==> src/rtl/dense_output_writer_if.sv <==
// dense_output_writer_if: accumulator result stream in, tensor RAM write port out
interface dense_output_writer_if #(
  parameter int ACC_W  = 32,
  parameter int OUT_W  = 8,
  parameter int ADDR_W = 8,
  parameter int CH_W   = 6
);
  logic              acc_valid;
  logic [ACC_W-1:0]  acc_data;
  logic [CH_W-1:0]   acc_channel;
  logic              layer_complete;
  logic              tensor_ram_we;
  logic [ADDR_W-1:0] tensor_ram_waddr;
  logic [OUT_W-1:0]  tensor_ram_din;
  modport master (
    output acc_valid, acc_data, acc_channel, layer_complete,
    input  tensor_ram_we, tensor_ram_waddr, tensor_ram_din
  );
  modport slave (
    input  acc_valid, acc_data, acc_channel, layer_complete,
    output tensor_ram_we, tensor_ram_waddr, tensor_ram_din
  );
endinterface

==> src/rtl/dense_output_writer.sv <==
// dense_output_writer: requantizes int32 accumulators to int8 and writes them to tensor RAM (optional DENSE_OUTPUT_RELU_EN)
module dense_output_writer #(
  parameter int ACC_W  = 32,
  parameter int OUT_W  = 8,
  parameter int ADDR_W = 8,
  parameter int CH_W   = 6
) (
  input  logic              clk,
  input  logic              reset,
  input  logic              start,
  input  logic [31:0]       quant_mult,
  input  logic [4:0]        quant_shift,
  input  logic [7:0]        out_zero_point,
  input  logic [ADDR_W-1:0] out_base_addr,
`ifdef DENSE_OUTPUT_RELU_EN
  input  logic              relu_en,
`endif
  dense_output_writer_if.slave bus,
  output logic [CH_W:0]     write_count,
  output logic              busy,
  output logic              done,
  output logic              stray_valid
);
  typedef enum logic [1:0] {IDLE, RUN, DRAIN, DONE} state_t;
  state_t state_q, state_d;
  logic [31:0] mult_q, mult_d;
  logic [4:0] shift_q, shift_d;
  logic [7:0] zp_q, zp_d;
  logic [ADDR_W-1:0] base_q, base_d;
  logic relu_q, relu_d, relu_in;
  logic v1_q, v1_d, v2_q, v2_d, we_q, we_d;
  logic signed [63:0] prod_q, prod_d;
  logic signed [31:0] hi_q, hi_d;
  logic [CH_W-1:0] ch1_q, ch1_d, ch2_q, ch2_d;
  logic [ADDR_W-1:0] waddr_q, waddr_d;
  logic [OUT_W-1:0] din_q, din_d;
  logic [CH_W:0] cnt_q, cnt_d;
  logic stray_q, stray_d;
  logic start_ok, acc_ok, drained;
  logic signed [63:0] rnd, sh;
  logic signed [33:0] half, r, v, zp_ext, lo;
`ifdef DENSE_OUTPUT_RELU_EN
  assign relu_in = relu_en;
`else
  assign relu_in = 1'b0;
`endif
  // control: state transitions, config latch, counters and the sticky stray flag
  always_comb begin
    start_ok = start && state_q == IDLE;
    acc_ok   = bus.acc_valid && (state_q == RUN || state_q == DRAIN);
    drained  = !v1_q && !v2_q && !bus.acc_valid;
    state_d  = state_q == IDLE  ? (start ? RUN : IDLE) :
               state_q == RUN   ? (bus.layer_complete ? (drained ? DONE : DRAIN) : RUN) :
               state_q == DRAIN ? (drained ? DONE : DRAIN) : IDLE;
    mult_d   = start_ok ? quant_mult : mult_q;
    shift_d  = start_ok ? quant_shift : shift_q;
    zp_d     = start_ok ? out_zero_point : zp_q;
    base_d   = start_ok ? out_base_addr : base_q;
    relu_d   = start_ok ? relu_in : relu_q;
    cnt_d    = start_ok ? '0 : cnt_q + (CH_W+1)'(v2_q);
    stray_d  = start_ok ? 1'b0 :
               stray_q | (bus.acc_valid && (state_q == IDLE || state_q == DONE));
  end
  // datapath: Q31 multiply, rounding high-half with saturation, rounding shift + zero point + clamp
  always_comb begin
    v1_d    = acc_ok;
    ch1_d   = bus.acc_channel;
    prod_d  = $signed(bus.acc_data) * $signed(mult_q);
    rnd     = prod_q + 64'sd1073741824;
    sh      = rnd >>> 31;
    v2_d    = v1_q;
    ch2_d   = ch1_q;
    hi_d    = sh > 64'sh7FFFFFFF ? 32'sh7FFFFFFF :
              sh < -64'sh80000000 ? 32'sh80000000 : sh[31:0];
    half    = (34'sd1 <<< shift_q) >>> 1;
    r       = ($signed({{2{hi_q[31]}}, hi_q}) + half) >>> shift_q;
    zp_ext  = $signed({{26{zp_q[7]}}, zp_q});
    v       = r + zp_ext;
    lo      = relu_q ? zp_ext : -34'sd128;
    we_d    = v2_q;
    waddr_d = base_q + ADDR_W'(ch2_q);
    din_d   = v > 34'sd127 ? 8'h7F : v < lo ? lo[7:0] : v[7:0];
  end
  // state, config and pipeline registers; async reset discards anything in flight
  always_ff @(posedge clk or negedge reset) begin
    if (!reset) begin
      state_q <= IDLE;
      mult_q  <= '0;
      shift_q <= '0;
      zp_q    <= '0;
      base_q  <= '0;
      relu_q  <= 1'b0;
      v1_q    <= 1'b0;
      v2_q    <= 1'b0;
      we_q    <= 1'b0;
      prod_q  <= '0;
      hi_q    <= '0;
      ch1_q   <= '0;
      ch2_q   <= '0;
      waddr_q <= '0;
      din_q   <= '0;
      cnt_q   <= '0;
      stray_q <= 1'b0;
    end else begin
      state_q <= state_d;
      mult_q  <= mult_d;
      shift_q <= shift_d;
      zp_q    <= zp_d;
      base_q  <= base_d;
      relu_q  <= relu_d;
      v1_q    <= v1_d;
      v2_q    <= v2_d;
      we_q    <= we_d;
      prod_q  <= prod_d;
      hi_q    <= hi_d;
      ch1_q   <= ch1_d;
      ch2_q   <= ch2_d;
      waddr_q <= waddr_d;
      din_q   <= din_d;
      cnt_q   <= cnt_d;
      stray_q <= stray_d;
    end
  end
  assign bus.tensor_ram_we    = we_q;
  assign bus.tensor_ram_waddr = waddr_q;
  assign bus.tensor_ram_din   = din_q;
  assign write_count          = cnt_q;
  assign busy                 = state_q != IDLE;
  assign done                 = state_q == DONE;
  assign stray_valid          = stray_q;
endmodule

==> src/flat_wrapper.sv <==
// flat-port wrapper written by rule: the top's interface ports become plain ports
module dense_output_writer_flat 
#(
  parameter int ACC_W  = 32,
  parameter int OUT_W  = 8,
  parameter int ADDR_W = 8,
  parameter int CH_W   = 6
)
  (clk, reset, start, quant_mult, quant_shift, out_zero_point, out_base_addr, write_count, busy, done, stray_valid, bus_acc_valid, bus_acc_data, bus_acc_channel, bus_layer_complete, bus_tensor_ram_we, bus_tensor_ram_waddr, bus_tensor_ram_din);
  dense_output_writer_if #(.ACC_W(ACC_W), .OUT_W(OUT_W), .ADDR_W(ADDR_W), .CH_W(CH_W)) bus_i ();
  input  logic clk;
  input  logic reset;
  input  logic start;
  input  logic [31:0] quant_mult;
  input  logic [4:0] quant_shift;
  input  logic [7:0] out_zero_point;
  input  logic [ADDR_W-1:0] out_base_addr;
  output logic [CH_W:0] write_count;
  output logic busy;
  output logic done;
  output logic stray_valid;
  input wire logic [$bits(bus_i.acc_valid)-1:0] bus_acc_valid;
  input wire logic [$bits(bus_i.acc_data)-1:0] bus_acc_data;
  input wire logic [$bits(bus_i.acc_channel)-1:0] bus_acc_channel;
  input wire logic [$bits(bus_i.layer_complete)-1:0] bus_layer_complete;
  output wire logic [$bits(bus_i.tensor_ram_we)-1:0] bus_tensor_ram_we;
  output wire logic [$bits(bus_i.tensor_ram_waddr)-1:0] bus_tensor_ram_waddr;
  output wire logic [$bits(bus_i.tensor_ram_din)-1:0] bus_tensor_ram_din;
  assign bus_i.acc_valid = bus_acc_valid;
  assign bus_i.acc_data = bus_acc_data;
  assign bus_i.acc_channel = bus_acc_channel;
  assign bus_i.layer_complete = bus_layer_complete;
  assign bus_tensor_ram_we = bus_i.tensor_ram_we;
  assign bus_tensor_ram_waddr = bus_i.tensor_ram_waddr;
  assign bus_tensor_ram_din = bus_i.tensor_ram_din;
  dense_output_writer #(.ACC_W(ACC_W), .OUT_W(OUT_W), .ADDR_W(ADDR_W), .CH_W(CH_W)) u_core (.clk(clk), .reset(reset), .start(start), .quant_mult(quant_mult), .quant_shift(quant_shift), .out_zero_point(out_zero_point), .out_base_addr(out_base_addr), .bus(bus_i), .write_count(write_count), .busy(busy), .done(done), .stray_valid(stray_valid));
endmodule
==> config.mk <==
export PLATFORM = sky130hd
export DESIGN_NAME = dense_output_writer_flat
export DESIGN_NICKNAME = d
export VERILOG_FILES = /design/src/rtl/dense_output_writer_if.sv /design/src/rtl/dense_output_writer.sv /design/src/flat_wrapper.sv
export SDC_FILE = /design/constraint.sdc
export NUM_CORES = 2
export LEC_CHECK = 0
export ABC_CLOCK_PERIOD_IN_PS = 11700
export CORE_MARGIN = 8
export CORE_UTILIZATION = 40
export DETAILED_ROUTE_END_ITERATION = 6
export GPL_TIMING_DRIVEN = 1
export PLACE_DENSITY = 0.67
export SYNTH_ARGS = -nofsm -noshare
export SYNTH_HDL_FRONTEND = slang
export SYNTH_SLANG_ARGS = --single-unit
==> constraint.sdc <==
create_clock -name clk -period 11.7 [get_ports clk]
set_input_delay 2.34 -clock clk [delete_from_list [all_inputs] [get_ports clk]]
set_output_delay 2.34 -clock clk [all_outputs]
set_load 0.005 [all_outputs]
==> results.md <==
* Outcome: complete, no violations
* Pin count of the biggest net entering global routing at 67
* Final net count at 6742
* RSZ-0062 raised after global routing: no
* Final slew viol count at 0
* Netlist cell types at 92
* Reg2reg setup slack at 2150 ps
* Dominant cell type by area after synthesis: fa_1
* Via count at 36037
* Setup TNS Final at 0 ps
* Count leader, synth: inv_1
* Met1 wire length at 56900 um
* Starting density of the core at 0.403
* Post-CTS Setup Inserts at 0
* Setup crit end: u_core.prod_q[57]$_DFF_PN0_
* Mapped Nets at 6768
* Clock latency at the later pin of the worst-skew pair at 470 ps
* Die span in x at 361 um
* DR vias/cell at 5.26
* Fill count at 11494
* Slew at the pin with the worst max-slew slack at 1150 ps
* Worst R2R End: u_core.bus.tensor_ram_din[5]$_DFF_PN0_
* Slowest cell on crit path: clkdlybuf4s50_1
* Ys async rst share at 1.00
* Area of the multi-input gates at 38100 um^2
* Skew final at 25.5 ps
* Met3 Routed Length at 13400 um
* Worst-path clk slew at 70 ps
* Rel. slew slack at 0.230
* Max clock buf depth at 2
* Highest metal used: met5
* Fmax at 93.9 MHz
* Die area at 130000 um^2
* Antenna Violating Nets Remaining at 0
* First-pass GRT wire length at 214000 um
* Boundary pin count at 123
* Synth Flop Type: dfrtp_1
* Layout area overhead at 7.43%
* Critical path depth at 27
* Num CTS Buffers at 17
* Top post-synthesis cells by area: fa_1 (46%), inv_1 (9.1%), dfrtp_1 (8.4%), nand2_1 (7.8%), ha_1 (6.8%)
* CP endpoint kind: register
* Post-synth EDFFs at 0
* Cell mode on critical path: fa_1
* Syn avg cell area at 8.91 um^2
* Startpoint types: input pin
* Crit Path Max Fanout at 14
* Worst setup startpoint: bus_acc_data[24]
* Worst path bufs/invs at 8
* Cell Area, Synth at 47500 um^2
* # setup viols final at 0
* Die H at 361 um
* Sequential cell area at 4020 um^2
* Total track usage at 0.205
* CP Data Arrival Time at 11030 ps
* HP Class: register to register
* Non-filler cells, final at 6855
* Fraction of layout cells with a size suffix above 1 at 0.0397
* Placed Cells at 6822
* Site Rows at 126
* Endpoints failing hold at 0
* Synth Register Bits at 160
* Seq/Total Area, Yosys at 0.0843
* Cells after Synth at 5331
* Required time worst endpoint at 12080 ps
* Yosys warns at 0
* First-pass iteration count of the detailed router at 6
* CTS tree: built
* Most common library cells after synthesis: inv_1 (1149), fa_1 (1084), nand2_1 (986)
* Max-Cap Viols at 0
* Final HPWL DP at 108000 um
* Core Area at 118000 um^2
* Routability cong. at 0.952
* Routed len/inst at 19.3 um
* CTS HTree Levels at 4
* Hold buffers post-CTS at 0
* Vias in the first global route at 38937
* Kind of cell adding the most delay to the critical path: adder cells
* Final Cycle Share at 0.910
* Synth top area share at 0.457
* Root Buffer: clkbuf_16
* CP max stage delay at 1230 ps
* PortBufs at 122
* 1st-iter DRT viols at 3069
* Post-CTS Resized at 0
* Final global-route overflow total at 0
* Final min period at 10650 ps
* Reg2reg path depth at 27
* Metal2 WL at 59000 um
* Crit path kind: input pin to register
* Drc violations at 0
* R2R Path Start: u_core.shift_q[4]$_DFFE_PN0P_
* CTS sink cnt at 160
* Initial antenna violation count at 4
* Detailed-route wire length at 133000 um
## state kept, by name, indices dropped and copies added (netlist names), 5 cells and up, named ones only
| register | cells |
|---|---|
| u_core.ch2_q | 6 |
| u_core.shift_q | 5 |
| u_core.mult_q | 32 |
| u_core.base_q | 8 |
| u_core.zp_q | 8 |
| u_core.ch1_q | 6 |
| u_core.hi_q | 32 |
| u_core.write_count | 7 |
| u_core.bus.tensor_ram_din | 8 |
| u_core.bus.tensor_ram_waddr | 8 |
| u_core.prod_q | 34 |
## stage by stage
step | cell area [um^2] | util | setup slack [ps] | hold slack, ps
detailed placement | 50400 | 0.427 | 660 | 336
global route | 51000 | 0.433 | 735 | 357
CTS | 51000 | 0.433 | 1130 | 352
floorplan | 47500 | - | 1920 | 331
finish | 51000 | 0.433 | 1050 | 344
global placement | 50400 | 0.427 | 772 | 332
## kinds of logic (layout without fill, tap and decap cells)
logic type	after synthesis	in the layout	share of synthesized area
mux	62	62	0.0173
flops	160	160	0.0843
simple gates	1653	1653	0.157
fa+ha+maj	1341	1341	0.525
buf+inv	1422	1409	0.113
xor+xnor	147	147	0.0271
compound gates	546	546	0.0770
other cells	0	1	0
## per-layer routing
| metal | vias to the layer above | GRT usage |
|---|---|---|
| li1 | 15978 | - |
| met1 | 18253 | 0.282 |
| met2 | 1566 | 0.325 |
| met3 | 236 | 0.0531 |
| met4 | 4 | 0.0510 |
| met5 | - | 0 |
## cell usage in the layout, fill, tap and decap left out, drive strengths merged, types with 7 or more instances in the layout
cell / count
o21ai: 125
inv: 1157
a211o: 7
nand3: 53
nand2: 986
or3: 12
a21o: 57
a21oi: 144
o22ai: 7
nor2: 142
clkbuf: 18
xor2: 60
mux4: 15
clkdlybuf4s50: 121
nor4: 9
fa: 1084
buf: 105
nand4: 27
a21boi: 7
ha: 257
a211oi: 26
o31ai: 10
and3: 28
mux2: 10
mux2i: 37
xnor2: 87
nor2b: 9
nand2b: 40
o211ai: 22
o21a: 21
a221oi: 10
dfrtp: 160
and2: 275
a31oi: 20
o21bai: 16
nor3: 44
and4: 10
## cell type report
| class | count | area share |
|---|---|---|
| antenna | 1 | 0.0000491 |
| clock buffer | 18 | 0.00861 |
| clock inverter | 14 | 0.00331 |
| inverter | 1151 | 0.0847 |
| multi-input combinational | 3749 | 0.748 |
| sequential | 160 | 0.0789 |
| tap | 1536 | 0.0377 |
| timing repair buffer | 226 | 0.0393 |
## worst min-delay path by stage
stage / from / endpoint / slack [ps] / depth (start not counted)
2_1_floorplan: u_core.ch1_q[0]$_DFF_PN0_ / u_core.ch2_q[0]$_DFF_PN0_ / 330 / 0
3_3_place_gp: u_core.ch1_q[4]$_DFF_PN0_ / u_core.ch2_q[4]$_DFF_PN0_ / 330 / 0
3_5_place_dp: u_core.ch1_q[3]$_DFF_PN0_ / u_core.ch2_q[3]$_DFF_PN0_ / 340 / 0
4_1_cts: u_core.ch1_q[3]$_DFF_PN0_ / u_core.ch2_q[3]$_DFF_PN0_ / 350 / 0
5_1_grt: u_core.ch1_q[5]$_DFF_PN0_ / u_core.ch2_q[5]$_DFF_PN0_ / 360 / 0
6_report: u_core.ch1_q[4]$_DFF_PN0_ / u_core.ch2_q[4]$_DFF_PN0_ / 340 / 0
## worst reg2reg max path, stage by stage (launching register included)
cell and delay, ps:
dfrtp_1 360, buf_4 240, inv_1 610, nand2_1 580, nor3_1 460, ha_1 330
a211oi_2 320, o211ai_4 170, a32oi_2 410, a32oi_1 260, a221oi_2 500, xor2_1 280
mux4_2 300, mux2i_1 140, o21ai_0 180, o21ai_0 200, ha_1 310, fa_1 470
a211oi_1 370, o211ai_1 210, a21boi_1 470, o21ai_0 220, a2111oi_0 450, nand4_1 160
nor4_1 510, nand4_1 170, o31ai_2 610, o21a_1 230
Power is left out: the tool's default activity adds up to more than one toggle a clock period on the data nets, which glitch-free logic cannot reach.
